$ cat config.mk
export PLATFORM = sky130hd
export DESIGN_NAME = sram_cmd_responder
export DESIGN_NICKNAME = d
export VERILOG_FILES = /design/src/rtl/sram_cmd_responder.sv
export SDC_FILE = /design/constraint.sdc
export NUM_CORES = 1
export LEC_CHECK = 0
export ABC_AREA = 1
export BUFFER_PORTS_ARGS = -buffer_cell sky130_fd_sc_hd__buf_2
export CAP_MARGIN = 20
export CORE_UTILIZATION = 55
export CTS_CLUSTER_SIZE = 28
export DETAILED_ROUTE_END_ITERATION = 10
export PLACE_DENSITY = 0.74
export SYNTH_ARGS = -nofsm -noshare
export SYNTH_HDL_FRONTEND = slang
export SYNTH_SLANG_ARGS = --single-unit
$ cat constraint.sdc
create_clock -name clk -period 1.8 [get_ports clk]
set_clock_uncertainty 0.05 [all_clocks]
set_input_delay 0.27 -clock clk [delete_from_list [all_inputs] [get_ports clk]]
set_output_delay 0.27 -clock clk [all_outputs]
set_load 0.005 [all_outputs]
$ cat src/rtl/sram_cmd_responder.sv
// sram_cmd_responder
//   Receives 5-byte command frames from a UART receiver. Byte 0 is the opcode
//   and bytes 1-4 are a 32-bit operand, MSB first. An executor FSM performs
//   each command: it updates the address and write-data registers, issues
//   SRAM read and write requests, and sends reply bytes through the UART
//   transmitter.
//
// Ports
//   clk, reset            single clock, synchronous active-high reset
//   rx_data, rx_valid     received byte and its one-cycle strobe
//   tx_data, tx_start     byte and transmit request to the UART transmitter
//   tx_ready              transmitter idle / accepting
//   sram_addr             current SRAM address register
//   sram_data_write       write-data register
//   sram_we, sram_re      one-cycle write / read request pulses
//   sram_busy             SRAM driver busy with an access
//   sram_data_read        read data, valid when sram_busy falls
//   overrun               one-cycle pulse when a complete frame is dropped
module sram_cmd_responder #(
  parameter int          TIMEOUT_CYCLES = 4096,
  parameter logic [31:0] ID_WORD        = 32'h2604_0001
) (
  input  logic        clk,
  input  logic        reset,
  input  logic [7:0]  rx_data,
  input  logic        rx_valid,
  output logic [7:0]  tx_data,
  output logic        tx_start,
  input  logic        tx_ready,
  output logic [31:0] sram_addr,
  output logic [7:0]  sram_data_write,
  output logic        sram_we,
  output logic        sram_re,
  input  logic        sram_busy,
  input  logic [7:0]  sram_data_read,
  output logic        overrun
);

  localparam int TW = $clog2(TIMEOUT_CYCLES + 1);

  localparam logic [7:0] OP_ADDR     = 8'h01;
  localparam logic [7:0] OP_LOAD     = 8'h02;
  localparam logic [7:0] OP_WRITE    = 8'h03;
  localparam logic [7:0] OP_READ     = 8'h04;
  localparam logic [7:0] OP_READ_REQ = 8'h05;
  localparam logic [7:0] OP_COUNT    = 8'h06;
  localparam logic [7:0] OP_CONST    = 8'h07;

  typedef enum logic [2:0] {IDLE, EXEC, WR_WAIT, RD_WAIT, TX_LOAD, TX_HOLD} state_t;

  // ---------------- frame assembly ----------------
  logic [2:0]    byte_cnt;
  logic [TW-1:0] tmo_cnt;
  logic [7:0]    asm_op;
  logic [23:0]   asm_arg;
  logic          frame_done;
  logic          pend_valid;
  logic [7:0]    pend_op;
  logic [31:0]   pend_arg;
  logic          pop;
  state_t        state_q, state_d;

  assign frame_done = rx_valid && (byte_cnt == 3'd4);
  assign pop        = (state_q == IDLE) && pend_valid;

  // NOTE: every register in a clocked block is assigned with <=, so all of
  // them update together from values sampled at the same edge.
  always_ff @(posedge clk) begin
    if (reset) begin
      byte_cnt   <= '0;
      tmo_cnt    <= '0;
      asm_op     <= '0;
      asm_arg    <= '0;
      pend_valid <= 1'b0;
      pend_op    <= '0;
      pend_arg   <= '0;
      overrun    <= 1'b0;
    end else begin
      overrun <= 1'b0;
      if (rx_valid) begin
        tmo_cnt <= '0;
        if (byte_cnt == 3'd0) asm_op <= rx_data;
        else                  asm_arg <= {asm_arg[15:0], rx_data};
        byte_cnt <= (byte_cnt == 3'd4) ? 3'd0 : byte_cnt + 3'd1;
      end else if (byte_cnt != 3'd0) begin
        // This is the TIMEOUT_CYCLES-th consecutive idle cycle: drop the partial frame.
        if (tmo_cnt == TW'(TIMEOUT_CYCLES - 1)) begin
          byte_cnt <= '0;
          tmo_cnt  <= '0;
        end else begin
          tmo_cnt <= tmo_cnt + 1'b1;
        end
      end else begin
        tmo_cnt <= '0;
      end

      // A pop in the same cycle frees the slot, so the new frame is not an overrun.
      if (frame_done) begin
        if (pend_valid && !pop) begin
          overrun <= 1'b1;
        end else begin
          pend_valid <= 1'b1;
          pend_op    <= asm_op;
          pend_arg   <= {asm_arg, rx_data};
        end
      end else if (pop) begin
        pend_valid <= 1'b0;
      end
    end
  end

  // ---------------- executor ----------------
  logic [7:0]  cur_op, cur_op_d;
  logic [31:0] cur_arg, cur_arg_d;
  logic [31:0] sram_addr_d;
  logic [7:0]  sram_data_write_d, rdata, rdata_d, tx_data_d;
  logic        tx_start_d, sram_we_d, sram_re_d, seen_busy, seen_busy_d;
  logic [31:0] tx_buf, tx_buf_d;
  logic [1:0]  tx_left, tx_left_d;

  always_ff @(posedge clk) begin
    if (reset) begin
      state_q         <= IDLE;
      cur_op          <= '0;
      cur_arg         <= '0;
      sram_addr       <= '0;
      sram_data_write <= '0;
      rdata           <= '0;
      tx_data         <= '0;
      tx_start        <= 1'b0;
      sram_we         <= 1'b0;
      sram_re         <= 1'b0;
      seen_busy       <= 1'b0;
      tx_buf          <= '0;
      tx_left         <= '0;
    end else begin
      state_q         <= state_d;
      cur_op          <= cur_op_d;
      cur_arg         <= cur_arg_d;
      sram_addr       <= sram_addr_d;
      sram_data_write <= sram_data_write_d;
      rdata           <= rdata_d;
      tx_data         <= tx_data_d;
      tx_start        <= tx_start_d;
      sram_we         <= sram_we_d;
      sram_re         <= sram_re_d;
      seen_busy       <= seen_busy_d;
      tx_buf          <= tx_buf_d;
      tx_left         <= tx_left_d;
    end
  end

  // NOTE: every output of this block gets a default before the case statement,
  // so no path leaves a signal unassigned and no latch is inferred.
  always_comb begin
    state_d           = state_q;
    cur_op_d          = cur_op;
    cur_arg_d         = cur_arg;
    sram_addr_d       = sram_addr;
    sram_data_write_d = sram_data_write;
    rdata_d           = rdata;
    tx_data_d         = tx_data;
    tx_start_d        = tx_start;
    sram_we_d         = 1'b0;
    sram_re_d         = 1'b0;
    seen_busy_d       = seen_busy;
    tx_buf_d          = tx_buf;
    tx_left_d         = tx_left;

    unique case (state_q)
      IDLE: begin
        if (pend_valid) begin
          cur_op_d  = pend_op;
          cur_arg_d = pend_arg;
          state_d   = EXEC;
        end
      end

      EXEC: begin
        state_d = IDLE;
        case (cur_op)
          OP_ADDR:  sram_addr_d       = cur_arg;
          OP_LOAD:  sram_data_write_d = cur_arg[7:0];
          OP_COUNT: sram_addr_d       = sram_addr + 32'd1;
          OP_WRITE, OP_READ_REQ: begin
            // Hold in EXEC until the driver is free; the pulse is one cycle.
            if (sram_busy) begin
              state_d = EXEC;
            end else begin
              sram_we_d   = (cur_op == OP_WRITE);
              sram_re_d   = (cur_op == OP_READ_REQ);
              seen_busy_d = 1'b0;
              state_d     = (cur_op == OP_WRITE) ? WR_WAIT : RD_WAIT;
            end
          end
          OP_READ: begin
            tx_data_d = rdata;
            tx_left_d = 2'd0;
            state_d   = TX_LOAD;
          end
          OP_CONST: begin
            tx_data_d = ID_WORD[31:24];
            tx_buf_d  = {ID_WORD[23:0], 8'h00};
            tx_left_d = 2'd3;
            state_d   = TX_LOAD;
          end
          default: ;
        endcase
      end

      WR_WAIT, RD_WAIT: begin
        if (sram_busy) begin
          seen_busy_d = 1'b1;
        end else if (seen_busy) begin
          if (state_q == RD_WAIT) rdata_d = sram_data_read;
          state_d = IDLE;
        end
      end

      TX_LOAD: begin
        if (tx_ready) begin
          tx_start_d = 1'b1;
          state_d    = TX_HOLD;
        end
      end

      TX_HOLD: begin
        // The transmitter drops tx_ready once it has taken the byte.
        if (!tx_ready) begin
          tx_start_d = 1'b0;
          if (tx_left != 2'd0) begin
            tx_data_d = tx_buf[31:24];
            tx_buf_d  = {tx_buf[23:0], 8'h00};
            tx_left_d = tx_left - 2'd1;
            state_d   = TX_LOAD;
          end else begin
            state_d = IDLE;
          end
        end
      end

      default: state_d = IDLE;
    endcase
  end

endmodule

==> results.txt <==
* Insertion delay of the later-clocked pin in the worst-skew pair: about 0.43 ns
- The worst setup path is captured at a register.
- Slack of the worst reg-to-reg path: 0.14 ns
- For this run, asynchronously set or reset flops after synthesis account for 0.
- After synthesis the cells add up to just under 9000 µm².
- Most frequent cell after synthesis: nand2_1
- In the synthesized netlist the dominant register cell turns out to be dfxtp_1.
* Final-report hold violation count: 0
- By area, the combinational part of the netlist is dominated by simple AND/OR/NAND/NOR gates.
* Top cell by count, worst path: buf_4
* Cell types with the largest area share after synthesis: dfxtp_1 46%, nand2_1 11%, nor2_1 11%
- Portion of netlist area occupied by mux cells: 0
* Final critical-path share of the clock period: 0.925
* Synth Register Bits: between 150 and 200
- Entering global routing, the biggest net connects between 60 and 70 pins.
- Synth Area in Compound Gates: 0.147
- Violation count after the first detailed-route iteration: about 580
* Detailed-route DRC error count: 0
- The routed layout has 7900 vias.
- Summed over all failing endpoints, the final setup total negative slack is 0 ns.
- Total grt overflow: 0
- The worst hold path belongs to the class in2reg.
- First-pass GRT wire length: roughly 33000 µm
* Reg2Reg Launch Point: state_q[2]
- Number of top-level pins: 73
- Layout Cell Area excl Fill: 10000 µm²
* Antenna violations before repair: 0
- The routed design has 19900 µm of wire.
- Endpoint arrival time on the critical path: 1.97 ns
- Most used standard cells in the synthesized netlist: 260 x nand2_1, 255 x nor2_1, 198 x dfxtp_1
* Avg Inst Size Synth: 7.00 µm²
* Slew at the pin closest to its max-slew limit: 0.353 ns
- The via count of the first global-routing pass is 6879.
- At the end of routability-driven placement, the weighted congestion stood at 0.919.
* Synthesized Nets: approximately 1300
- Setup repair after global routing left no endpoint under its margin.
* Number of cells traversed by the worst register-to-register path: 6
- Counting the buffers created by CTS gives 17.
- Result of the run: finished, final reports clean
- Maximum buffer depth of the clock tree: 2
- After the last flow step, the layout net total stands at between 1000 and 1500.
* Max-capacitance violation count: 0
- The number of different library cells used by synthesis comes to 34.
* Total of warnings raised by yosys: 0
- For this run, the register share of the synthesized area comes to 0.455.
- Proportion of layout cells with a drive suffix above 1: 0.150
* Largest voltage drop on the vdd net: just over 0.0007 V
- Placed cell area: about 9300 µm²
- Of the total synthesized cell area, the portion taken by full adders, half adders and majority gates is 0.00719.
* Count of final max-slew check failures: 0
- Measured along the x axis, the die boundary spans between 100 and 150 µm.
* CTS root buffer: clkbuf_16
- Of the total synthesized cell area, the portion taken by AND, OR, NAND and NOR gates is 0.304.
* Setup Crit Path Kind: reg2reg
- Capture point of the worst reg-to-reg path: cur_arg[20]
* Final antenna-violating net count: 0
- The clock period could shrink to 1.66 ns.
- Measured along the y axis, the die boundary spans 128 µm.
* H-tree Lvls: 4
* Xor and xnor fraction of the mapped netlist area: 0.0101
- Along the worst path, the maximum fanout reaches 42.
* Post-Synthesis Cells: ~1200
* Detailed-router iteration count before antenna repair: 5
- The startpoint identified for the worst hold timing path is sram_data_read[5].
* Number of I/O port buffers: approximately 70
* Core area: approximately 15000 µm²
- Synth area leader: dfxtp_1
- Row count: 45
- 0 antenna diodes ended up in the layout.
- Starting Density: 0.568
* Via count normalized by instance count: 5.13
- The path with the worst hold slack has its endpoint at rdata[5].
- Along the worst hold path, the cell count comes to 3.
- Clk sink count: approximately 200
- On the critical path, the stage with the largest delay is an instance of dfxtp_1.
* Total die area: approximately 16000 µm²
* Worst slew margin relative to its limit: 0.765
* Number of inserted filler cells in the final layout: between 1000 and 1500
- Number of buffers inserted by hold repair at cts: 0
- TritonCTS clock tree: yes
* Routed WL per cell: 12.9 µm
- Yosys mapped a number of flops with a built-in enable equal to 0.
- STA puts the critical path data required time at 2.11 ns.
- Dividing total power by cell area gives a power density of approximately 870 nW/µm².
* Static power due to leakage: slightly below 4 nW
* Post-detail-place hpwl: 13700 µm
- The most critical setup path has its startpoint at state_q[2].
* Highest achievable clock rate: 0.601 GHz
- List of cells traversed by the critical path: inv_2, nand3_2, buf_4, buf_4, nand2_1, a21oi_1
- Post-synth top area share: 0.455
- The worst setup path is launched from a register.
- Setup violations remaining at the end of the flow were counted as 0.
* Area grow syn2layout: 15.3%
- GRT Total Usage: 0.250
* Biggest cell delay along the critical path: roughly 0.43 ns
- CTS clock-pin slew for the worst setup and hold paths: ~0.07 ns
[stage by stage]
step / setup slack (ns) / util / hold slack [ns] / cells / power, mW
final: 0.136 / 0.655 / 0.0410 / 1541 / 8.72
after global placement: 0.116 / 0.610 / 0.378 / 1504 / 5.02
after CTS: 0.0480 / 0.649 / 0.0358 / 1535 / 8.75
after detailed placement: 0.0846 / 0.610 / 0.388 / 1504 / 5.03
after floorplan: 0.237 / - / 0.350 / 1244 / 4.88
after global routing: 0.00635 / 0.655 / 0.0492 / 1541 / 9.03
[cells in the final DEF (no fill, tap or decap), types with 2 or more instances in the layout]
| cell | synthesis | final |
|---|---|---|
| xor2_1 | 5 | 5 |
| nor3_4 | 3 | 3 |
| nand2_4 | 3 | 4 |
| nand3b_1 | 8 | 8 |
| dfxtp_2 | 0 | 2 |
| nand2_2 | 8 | 10 |
| nand4_1 | 2 | 2 |
| o21ai_0 | 131 | 131 |
| nand2_1 | 260 | 258 |
| nand3_2 | 1 | 2 |
| clkbuf_1 | 28 | 3 |
| bufinv_16 | 0 | 2 |
| inv_1 | 88 | 86 |
| o21ai_1 | 9 | 9 |
| nor3_1 | 6 | 6 |
| clkinv_2 | 1 | 2 |
| xnor2_1 | 5 | 5 |
| buf_2 | 12 | 72 |
| clkinv_4 | 0 | 2 |
| inv_2 | 12 | 14 |
| nor2_2 | 12 | 14 |
| a21oi_1 | 108 | 108 |
| buf_12 | 0 | 5 |
| clkbuf_8 | 0 | 4 |
| nor2_1 | 255 | 250 |
| nor2_4 | 4 | 7 |
| nand3_1 | 57 | 56 |
| a21oi_2 | 3 | 3 |
| ha_1 | 5 | 5 |
| buf_4 | 8 | 30 |
| clkbuf_16 | 0 | 17 |
| dfxtp_1 | 198 | 196 |
[routing by layer]
| metal | vias to the layer above | track usage | part of all wire |
|---|---|---|---|
| met5 | - | 0 | 0 |
| met4 | 0 | 0.0740 | 0.014 |
| met3 | 20 | 0.0434 | 0.047 |
| met2 | 190 | 0.380 | 0.43 |
| met1 | 3576 | 0.362 | 0.50 |
| li1 | 4114 | - | - |
[critical path, delay by kind of cell, from the launching register on]
family,cells,cell delay (ns)
AND/OR/NAND/NOR,2,0.21
flip-flops,1,0.43
AO/OA/AOI/OAI,1,0.15
buffers and inverters,3,0.75
[cell families (layout without fill, tap and decap cells)]
kind of cell,count (synthesis),count (layout)
simple gates,624,626
compound gates,252,252
flops,198,198
buf+inv,155,239
xor+xnor,10,10
fa+ha+maj,5,5
[state kept, by name, summed over array words and instances, names as in the netlist]
| signal | flops |
|---|---|
| asm_arg | 24 |
| asm_op | 8 |
| byte_cnt | 3 |
| cur_arg | 32 |
| cur_op | 8 |
| overrun | 1 |
| pend_arg | 32 |
| pend_op | 8 |
| pend_valid | 1 |
| rdata | 8 |
| seen_busy | 1 |
| sram_addr | 32 |
| sram_data_write | 8 |
| sram_re | 1 |
| sram_we | 1 |
| state_q | 3 |
| tmo_cnt | 13 |
| tx_buf | 3 |
| tx_data | 8 |
| tx_left | 2 |
| tx_start | 1 |
[power breakdown]
part,internal [mW],switching (mW),total (mW)
Clock,2.19,1.58,3.77
Combinational,0.145,0.282,0.427
Sequential,4.47,0.0520,4.52
[how the worst max path moves through the flow]
stage	cells after the start	slack (ns)	end
after global placement	10	0.12	tmo_cnt[7]
after detailed placement	10	0.08	sram_addr[30]
after CTS	10	0.05	sram_addr[22]
after floorplan	10	0.24	sram_addr[30]
after global routing	8	0.006	sram_data_write[6]
final	6	0.14	cur_arg[20]
[area by class of cell]
class,instances,area [µm²],share of cell area
Clock buffer,24,492,0.0490
Tap cell,211,264,0.0263
Multi-Input combinational cell,893,4150,0.414
Sequential cell,198,3970,0.395
Inverter,101,382,0.0380
Timing Repair Buffer,107,686,0.0683
Clock inverter,7,95.1,0.00948
[timing repair]
item	in CTS	in global routing
setup endpoints to repair	0	41
gates resized for setup	0	17
buffers inserted	0	4
(Power assumes the default switching activity.)
